<file path="config.mk">
export PLATFORM = sky130hd
export DESIGN_NAME = pll_reconfig_seq
export DESIGN_NICKNAME = d
export VERILOG_FILES = /design/src/rtl/pll_reconfig_seq.sv
export SDC_FILE = /design/constraint.sdc
export NUM_CORES = 1
export LEC_CHECK = 0
export CAP_MARGIN = 25
export CORE_UTILIZATION = 56
export CTS_BUF_LIST = sky130_fd_sc_hd__clkbuf_2
export DETAILED_ROUTE_END_ITERATION = 12
export GPL_TIMING_DRIVEN = 1
export PLACE_DENSITY = 0.86
export SYNTH_ARGS = -nofsm -noshare
export SYNTH_HDL_FRONTEND = slang
export SYNTH_SLANG_ARGS = --single-unit
</file>
<file path="constraint.sdc">
create_clock -name clk -period 7 [get_ports clk]
set_clock_uncertainty 0.15 [all_clocks]
set_input_delay 1.4 -clock clk [delete_from_list [all_inputs] [get_ports clk]]
set_output_delay 1.4 -clock clk [all_outputs]
set_load 0.02 [all_outputs]
</file>
<file path="src/rtl/pll_reconfig_seq.sv">
// PLL dynamic-reconfiguration sequencer: latches one M/K/C0 set, issues the fixed
// eight-write management sequence, pulses the PLL reset and waits for lock.
module pll_reconfig_seq #(
    parameter int unsigned GAP          = 7,
    parameter int unsigned RST_CYCLES   = 8,
    parameter int unsigned LOCK_TIMEOUT = 1000000
) (
    input  logic        clk,
    input  logic        reset,
    input  logic        start,
    input  logic [31:0] m_val,
    input  logic [31:0] k_val,
    input  logic [31:0] c0_val,
    output logic        busy,
    output logic        done,
    output logic        error,
    output logic [5:0]  mgmt_address,
    output logic [31:0] mgmt_writedata,
    output logic        mgmt_write,
    input  logic        mgmt_waitrequest,
    output logic        pll_reset,
    input  logic        locked
);

    localparam int unsigned CntMax = (GAP > RST_CYCLES) ? GAP : RST_CYCLES;
    localparam int unsigned CW     = $clog2(CntMax + 1);
    localparam int unsigned LW     = $clog2(LOCK_TIMEOUT + 1);

    typedef enum logic [2:0] {StIdle, StWrite, StGap, StRst, StLock} state_e;

    state_e          state_q, state_d;
    logic [2:0]      idx_q, idx_d;
    logic [CW-1:0]   cnt_q, cnt_d;
    logic [LW-1:0]   lock_cnt_q, lock_cnt_d;
    logic            restart_q, restart_d;
    logic [31:0]     m_q, m_d, k_q, k_d, c0_q, c0_d;
    logic            busy_q, busy_d, done_q, done_d, error_q, error_d;
    logic            wr_q, wr_d, pll_rst_q, pll_rst_d;
    logic [5:0]      addr_q, addr_d;
    logic [31:0]     data_q, data_d;
    logic            launch, go_next;
    logic [2:0]      launch_idx;

    function automatic logic [5:0] wr_addr(input logic [2:0] i);
        case (i)
            3'd0:    wr_addr = 6'd0;
            3'd1:    wr_addr = 6'd4;
            3'd2:    wr_addr = 6'd7;
            3'd3:    wr_addr = 6'd3;
            3'd4:    wr_addr = 6'd5;
            3'd5:    wr_addr = 6'd9;
            3'd6:    wr_addr = 6'd8;
            default: wr_addr = 6'd2;
        endcase
    endfunction

    function automatic logic [31:0] wr_data(input logic [2:0] i, input logic [31:0] m,
                                            input logic [31:0] k, input logic [31:0] c0);
        case (i)
            3'd1:    wr_data = m;
            3'd2:    wr_data = k;
            3'd3:    wr_data = 32'h0001_0000;
            3'd4:    wr_data = c0;
            3'd5:    wr_data = 32'd1;
            3'd6:    wr_data = 32'd7;
            default: wr_data = 32'd0;
        endcase
    endfunction

    always_comb begin
        state_d    = state_q;
        idx_d      = idx_q;
        cnt_d      = cnt_q;
        lock_cnt_d = lock_cnt_q;
        restart_d  = restart_q;
        m_d        = m_q;
        k_d        = k_q;
        c0_d       = c0_q;
        done_d     = 1'b0;
        error_d    = 1'b0;
        wr_d       = 1'b0;
        addr_d     = addr_q;
        data_d     = data_q;
        pll_rst_d  = 1'b0;
        launch     = 1'b0;
        launch_idx = 3'd0;
        go_next    = 1'b0;

        if (start) begin
            m_d  = m_val;
            k_d  = k_val;
            c0_d = c0_val;
        end

        case (state_q)
            StIdle: begin
                if (start) launch = 1'b1;
            end
            StWrite: begin
                wr_d = 1'b1;
                if (!mgmt_waitrequest) begin
                    wr_d = 1'b0;
                    if (start || restart_q) launch = 1'b1;
                    else if (GAP == 0) go_next = 1'b1;
                    else begin
                        state_d = StGap;
                        cnt_d   = CW'(GAP - 1);
                    end
                end else if (start) begin
                    // Stalled write must finish its handshake before the restart.
                    restart_d = 1'b1;
                end
            end
            StGap: begin
                if (start) launch = 1'b1;
                else if (cnt_q == '0) go_next = 1'b1;
                else cnt_d = cnt_q - 1'b1;
            end
            StRst: begin
                if (start) launch = 1'b1;
                else if (cnt_q == '0) begin
                    state_d    = StLock;
                    lock_cnt_d = '0;
                end else begin
                    pll_rst_d = 1'b1;
                    cnt_d     = cnt_q - 1'b1;
                end
            end
            StLock: begin
                if (start) launch = 1'b1;
                else if (locked) begin
                    done_d  = 1'b1;
                    state_d = StIdle;
                end else if (lock_cnt_q == LW'(LOCK_TIMEOUT - 1)) begin
                    error_d = 1'b1;
                    state_d = StIdle;
                end else begin
                    lock_cnt_d = lock_cnt_q + 1'b1;
                end
            end
            default: state_d = StIdle;
        endcase

        if (go_next) begin
            if (idx_q == 3'd7) begin
                state_d   = StRst;
                pll_rst_d = 1'b1;
                cnt_d     = CW'(RST_CYCLES - 1);
            end else begin
                launch     = 1'b1;
                launch_idx = idx_q + 3'd1;
            end
        end

        if (launch) begin
            state_d   = StWrite;
            idx_d     = launch_idx;
            wr_d      = 1'b1;
            addr_d    = wr_addr(launch_idx);
            data_d    = wr_data(launch_idx, m_d, k_d, c0_d);
            restart_d = 1'b0;
        end

        busy_d = (state_d != StIdle);
    end

    always_ff @(posedge clk) begin
        if (reset) begin
            state_q    <= StIdle;
            idx_q      <= '0;
            cnt_q      <= '0;
            lock_cnt_q <= '0;
            restart_q  <= 1'b0;
            m_q        <= '0;
            k_q        <= '0;
            c0_q       <= '0;
            busy_q     <= 1'b0;
            done_q     <= 1'b0;
            error_q    <= 1'b0;
            wr_q       <= 1'b0;
            addr_q     <= '0;
            data_q     <= '0;
            pll_rst_q  <= 1'b0;
        end else begin
            state_q    <= state_d;
            idx_q      <= idx_d;
            cnt_q      <= cnt_d;
            lock_cnt_q <= lock_cnt_d;
            restart_q  <= restart_d;
            m_q        <= m_d;
            k_q        <= k_d;
            c0_q       <= c0_d;
            busy_q     <= busy_d;
            done_q     <= done_d;
            error_q    <= error_d;
            wr_q       <= wr_d;
            addr_q     <= addr_d;
            data_q     <= data_d;
            pll_rst_q  <= pll_rst_d;
        end
    end

    assign busy           = busy_q;
    assign done           = done_q;
    assign error          = error_q;
    assign mgmt_write     = wr_q;
    assign mgmt_address   = addr_q;
    assign mgmt_writedata = data_q;
    assign pll_reset      = pll_rst_q;

endmodule
</file>
==> results_tabular.tex <==
\begin{tabular}{lr}
\hline
Metric & Value \\
\hline
\multicolumn{2}{l}{\textbf{Run status}} \\
\quad Run status & finished clean \\
\multicolumn{2}{l}{\textbf{Cells and area}} \\
\quad P\&R area growth vs syn & 23.7\% \\
\quad Layout cells sized above 1 & 8.06\% \\
\quad Fill count & 920 \\
\quad Diode count & 0 \\
\quad Final core area utilization & 71.6\% \\
\quad Layout Nets & 949 \\
\quad Post-route design area & 8670 um\^{}2 \\
\multicolumn{2}{l}{\textbf{STA}} \\
\quad Final period util & 47.9\% \\
\quad Slew at the pin with the worst max-slew slack & 1.05 ns \\
\quad Setup TNS & 0 ns \\
\quad Smallest hold slack & 0.317 ns \\
\quad Fmax & 0.298 GHz \\
\quad Final slew viol count & 0 \\
\quad Setup violations, final & 0 \\
\quad Number of endpoints with negative hold slack in the final report & 0 \\
\quad Shortest clock period the worst path allows after layout & 3.35 ns \\
\quad RSZ-0062 raised after global routing & no \\
\quad Worst slew margin relative to its limit & 29.5\% \\
\quad Post-route worst setup slack & 3.65 ns \\
\multicolumn{2}{l}{\textbf{Global routing}} \\
\quad Maximum number of pins on one net before global-route repair & 79 \\
\quad Global routing usage on met3 & 6.11\% \\
\quad Global-route wire length before repair & 27600 um \\
\quad Initial antenna violation count & 0 \\
\quad Met1 Resource Use GR & 33.4\% \\
\quad Most utilized layer in the global route result & met2 \\
\quad GR met2 Demand/Resource & 44.8\% \\
\quad Global-route usage over all layers & 27.1\% \\
\quad Remaining Overflow, GRT & 0 \\
\quad Number of global-route vias before repair & 5788 \\
\multicolumn{2}{l}{\textbf{Die}} \\
\quad X dimension of the die & 114 um \\
\quad Area of the core & 12100 um\^{}2 \\
\quad Die ar. & 13000 um\^{}2 \\
\quad DIE HEIGHT & 114 um \\
\quad Total I/O pin count & 144 \\
\quad Standard-cell rows & 40 \\
\quad Starting density of the core & 57.9\% \\
\multicolumn{2}{l}{\textbf{Critical path}} \\
\quad Largest fanout of any net on the critical path & 44 \\
\quad Arr. time, crit path & 3.89 ns \\
\quad Type of destination of the critical path & register \\
\quad Critical path start-end classification & in2reg \\
\quad Kind of start point of the critical path & primary input \\
\quad Data required time at the worst endpoint & 7.54 ns \\
\multicolumn{2}{l}{\textbf{Logic synthesis}} \\
\quad Share of flip-flops with an asynchronous set or reset & 0\% \\
\quad EDFF count, synth & 0 \\
\quad Area of the mapped netlist & 7010 um\^{}2 \\
\quad Count of unique library cells instantiated by Yosys & 59 \\
\quad Proportion of synthesized chip area in sequential cells & 48.0\% \\
\quad Leading cell types by count after synthesis & sky130\_fd\_sc\_hd\_\_dfxtp\_1 (168), sky130\_fd\_sc\_hd\_\_nor2\_1 (96), sky130\_fd\_sc\_hd\_\_mux2i\_1 (83) \\
\quad Most used flip-flop cell after synthesis & sky130\_fd\_sc\_hd\_\_dfxtp\_1 \\
\quad Share of the synthesized area in the top cell type & 48.0\% \\
\quad Number of instances in the synthesized netlist & 731 \\
\quad Area contributors post-synth & sky130\_fd\_sc\_hd\_\_dfxtp\_1 (48\%), sky130\_fd\_sc\_hd\_\_mux2i\_1 (12\%), sky130\_fd\_sc\_hd\_\_nor2\_1 (5.1\%) \\
\quad Number of warnings reported in the yosys synthesis log & 0 \\
\quad Synthesis-stage register bit count & 168 \\
\quad Top cell type by total area after synthesis & sky130\_fd\_sc\_hd\_\_dfxtp\_1 \\
\quad Most used standard cell by instance count after synthesis & sky130\_fd\_sc\_hd\_\_dfxtp\_1 \\
\quad Synthesized area divided by synthesized cell count & 9.59 um\^{}2 \\
\multicolumn{2}{l}{\textbf{Placed design}} \\
\quad Placed cell areas & 8430 um\^{}2 \\
\quad Pre-CTS setup slack & 2.66 ns \\
\quad Count of port buffers added during placement & 141 \\
\quad Total half-perimeter wirelength after legalization and detailed placement & 11600 um \\
\quad Final GP Congestion & 0.870 \\
\multicolumn{2}{l}{\textbf{Clock network}} \\
\quad CTS Buffer Depth & 2 \\
\quad Cts repair resizes & 0 \\
\quad Number of clock sinks & 168 \\
\quad Num CTS Buffers & 17 \\
\quad Number of H-tree levels & 4 \\
\quad Clk Latency, worst-skew pair & 0.72 ns \\
\quad Number of hold buffers added after cts & 0 \\
\quad Post-CTS setup buffer count & 0 \\
\quad TritonCTS clock tree & done \\
\quad CTS root buf & sky130\_fd\_sc\_hd\_\_clkbuf\_2 \\
\quad Clk pin slew, worst setup/hold paths & 0.23 ns \\
\multicolumn{2}{l}{\textbf{Job}} \\
\quad Count of maximum capacitance violations & 0 \\
\multicolumn{2}{l}{\textbf{Pwr}} \\
\quad Ratio of total power to cell area & 191 nW/um\^{}2 \\
\quad P\_leak & 3.36 nW \\
\quad Maximum VDD drop & 0.108 mV \\
\multicolumn{2}{l}{\textbf{Routing}} \\
\quad Drt first pass iters & 8 \\
\quad Initial DRC count & 397 \\
\quad Routed length per placed instance & 16.9 um \\
\quad Drc violations & 0 \\
\quad Number of vias after detailed routing & 5957 \\
\quad Antenna violation net count after detailed routing & 0 \\
\quad Per-cell via count in the routed design & 5.82 \\
\quad Total routed wirelength & 17300 um \\
\multicolumn{2}{l}{\textbf{Worst hold path}} \\
\quad Hold Path Class & reg2reg \\
\hline
\end{tabular}
where the power goes:
group          total [mW]  leakage, nW  switching [mW]  internal (mW)
sequential           1.01         1.37          0.0117          0.994
combinational       0.196         1.87          0.0933          0.102
clock               0.454        0.120           0.329          0.124
placed cells by master, fill, tap and decap left out, types with 6 or more instances in the layout:
cell type / instances
sky130_fd_sc_hd__dfxtp_1: 168
sky130_fd_sc_hd__a21oi_1: 33
sky130_fd_sc_hd__mux2i_1: 83
sky130_fd_sc_hd__nand3_1: 8
sky130_fd_sc_hd__o22a_1: 10
sky130_fd_sc_hd__inv_1: 7
sky130_fd_sc_hd__mux2_2: 19
sky130_fd_sc_hd__clkdlybuf4s50_1: 139
sky130_fd_sc_hd__o21ai_1: 10
sky130_fd_sc_hd__o211ai_1: 6
sky130_fd_sc_hd__o21ai_0: 21
sky130_fd_sc_hd__clkbuf_2: 18
sky130_fd_sc_hd__nand2_1: 47
sky130_fd_sc_hd__nor3_1: 6
sky130_fd_sc_hd__or3_1: 14
sky130_fd_sc_hd__nor2b_1: 23
sky130_fd_sc_hd__o22ai_1: 12
sky130_fd_sc_hd__nor2_1: 96
sky130_fd_sc_hd__a22o_1: 21
sky130_fd_sc_hd__o221ai_1: 10
sky130_fd_sc_hd__or4_1: 6
sky130_fd_sc_hd__buf_4: 7
sky130_fd_sc_hd__nand4_1: 6
worst max-delay path: stages:
cell and delay (ns):
sky130_fd_sc_hd__buf_4 0.29, sky130_fd_sc_hd__or4b_1 0.74, sky130_fd_sc_hd__nor2_4 0.28, sky130_fd_sc_hd__nand4_2 0.57, sky130_fd_sc_hd__o221ai_1 0.43, sky130_fd_sc_hd__a22o_1 0.17
worst paths after layout:
path / from / endpoint / slack (ns) / cells past startpoint
max reg2reg: idx_q[0] / mgmt_writedata[15] / 3.67 / 7
min reg2reg: mgmt_address[3] / mgmt_address[3] / 0.32 / 2
min: mgmt_address[3] / mgmt_address[3] / 0.32 / 2
max: start / mgmt_writedata[15] / 3.65 / 6
metrics by stage:
step	power, mW	std cells
4_1_cts	1.66	1022
2_1_floorplan	1.13	732
5_1_grt	1.72	1024
3_3_place_gp	1.21	991
6_report	1.65	1024
3_5_place_dp	1.22	991
sequential cells by signal, indices dropped and copies added (netlist names):
| name | count |
|---|---|
| k_q | 32 |
| done | 1 |
| mgmt_writedata | 32 |
| c0_q | 32 |
| pll_reset | 1 |
| state_q | 3 |
| lock_cnt_q | 20 |
| mgmt_write | 1 |
| m_q | 32 |
| busy | 1 |
| restart_q | 1 |
| idx_q | 3 |
| mgmt_address | 4 |
| cnt_q | 4 |
| error | 1 |
per-layer routing:
| metal | up-vias | routed length [um] | share of wire [%] |
|---|---|---|---|
| met5 | - | 0 | 0 |
| met4 | 0 | 499 | 2.9 |
| met3 | 39 | 1210 | 7.0 |
| met2 | 266 | 8180 | 47 |
| met1 | 2828 | 7390 | 43 |
| li1 | 2824 | - | - |
cells by family (layout without fill, tap and decap cells):
kind of cell	after synthesis	in the layout	share of synthesized area, %
compound gates	141	141	13.4
xor+xnor	7	7	0.875
fa+ha+maj	4	4	0.714
buf+inv	62	186	4.14
flops	168	168	48.0
mux	102	102	14.9
other cells	1	2	0.0535
simple gates	246	246	17.9
area by class of cell:
class	count	area, um^2	area share, %
multi-input combinational	502	3390	39.0
sequential	168	3360	38.8
timing repair buffer	148	1490	17.2
tap	168	210	2.42
clock inverter	13	106	1.23
clock buffer	18	90.1	1.04
inverter	7	26.3	0.303
No activity file was read; power rests on OpenSTA's default activity.
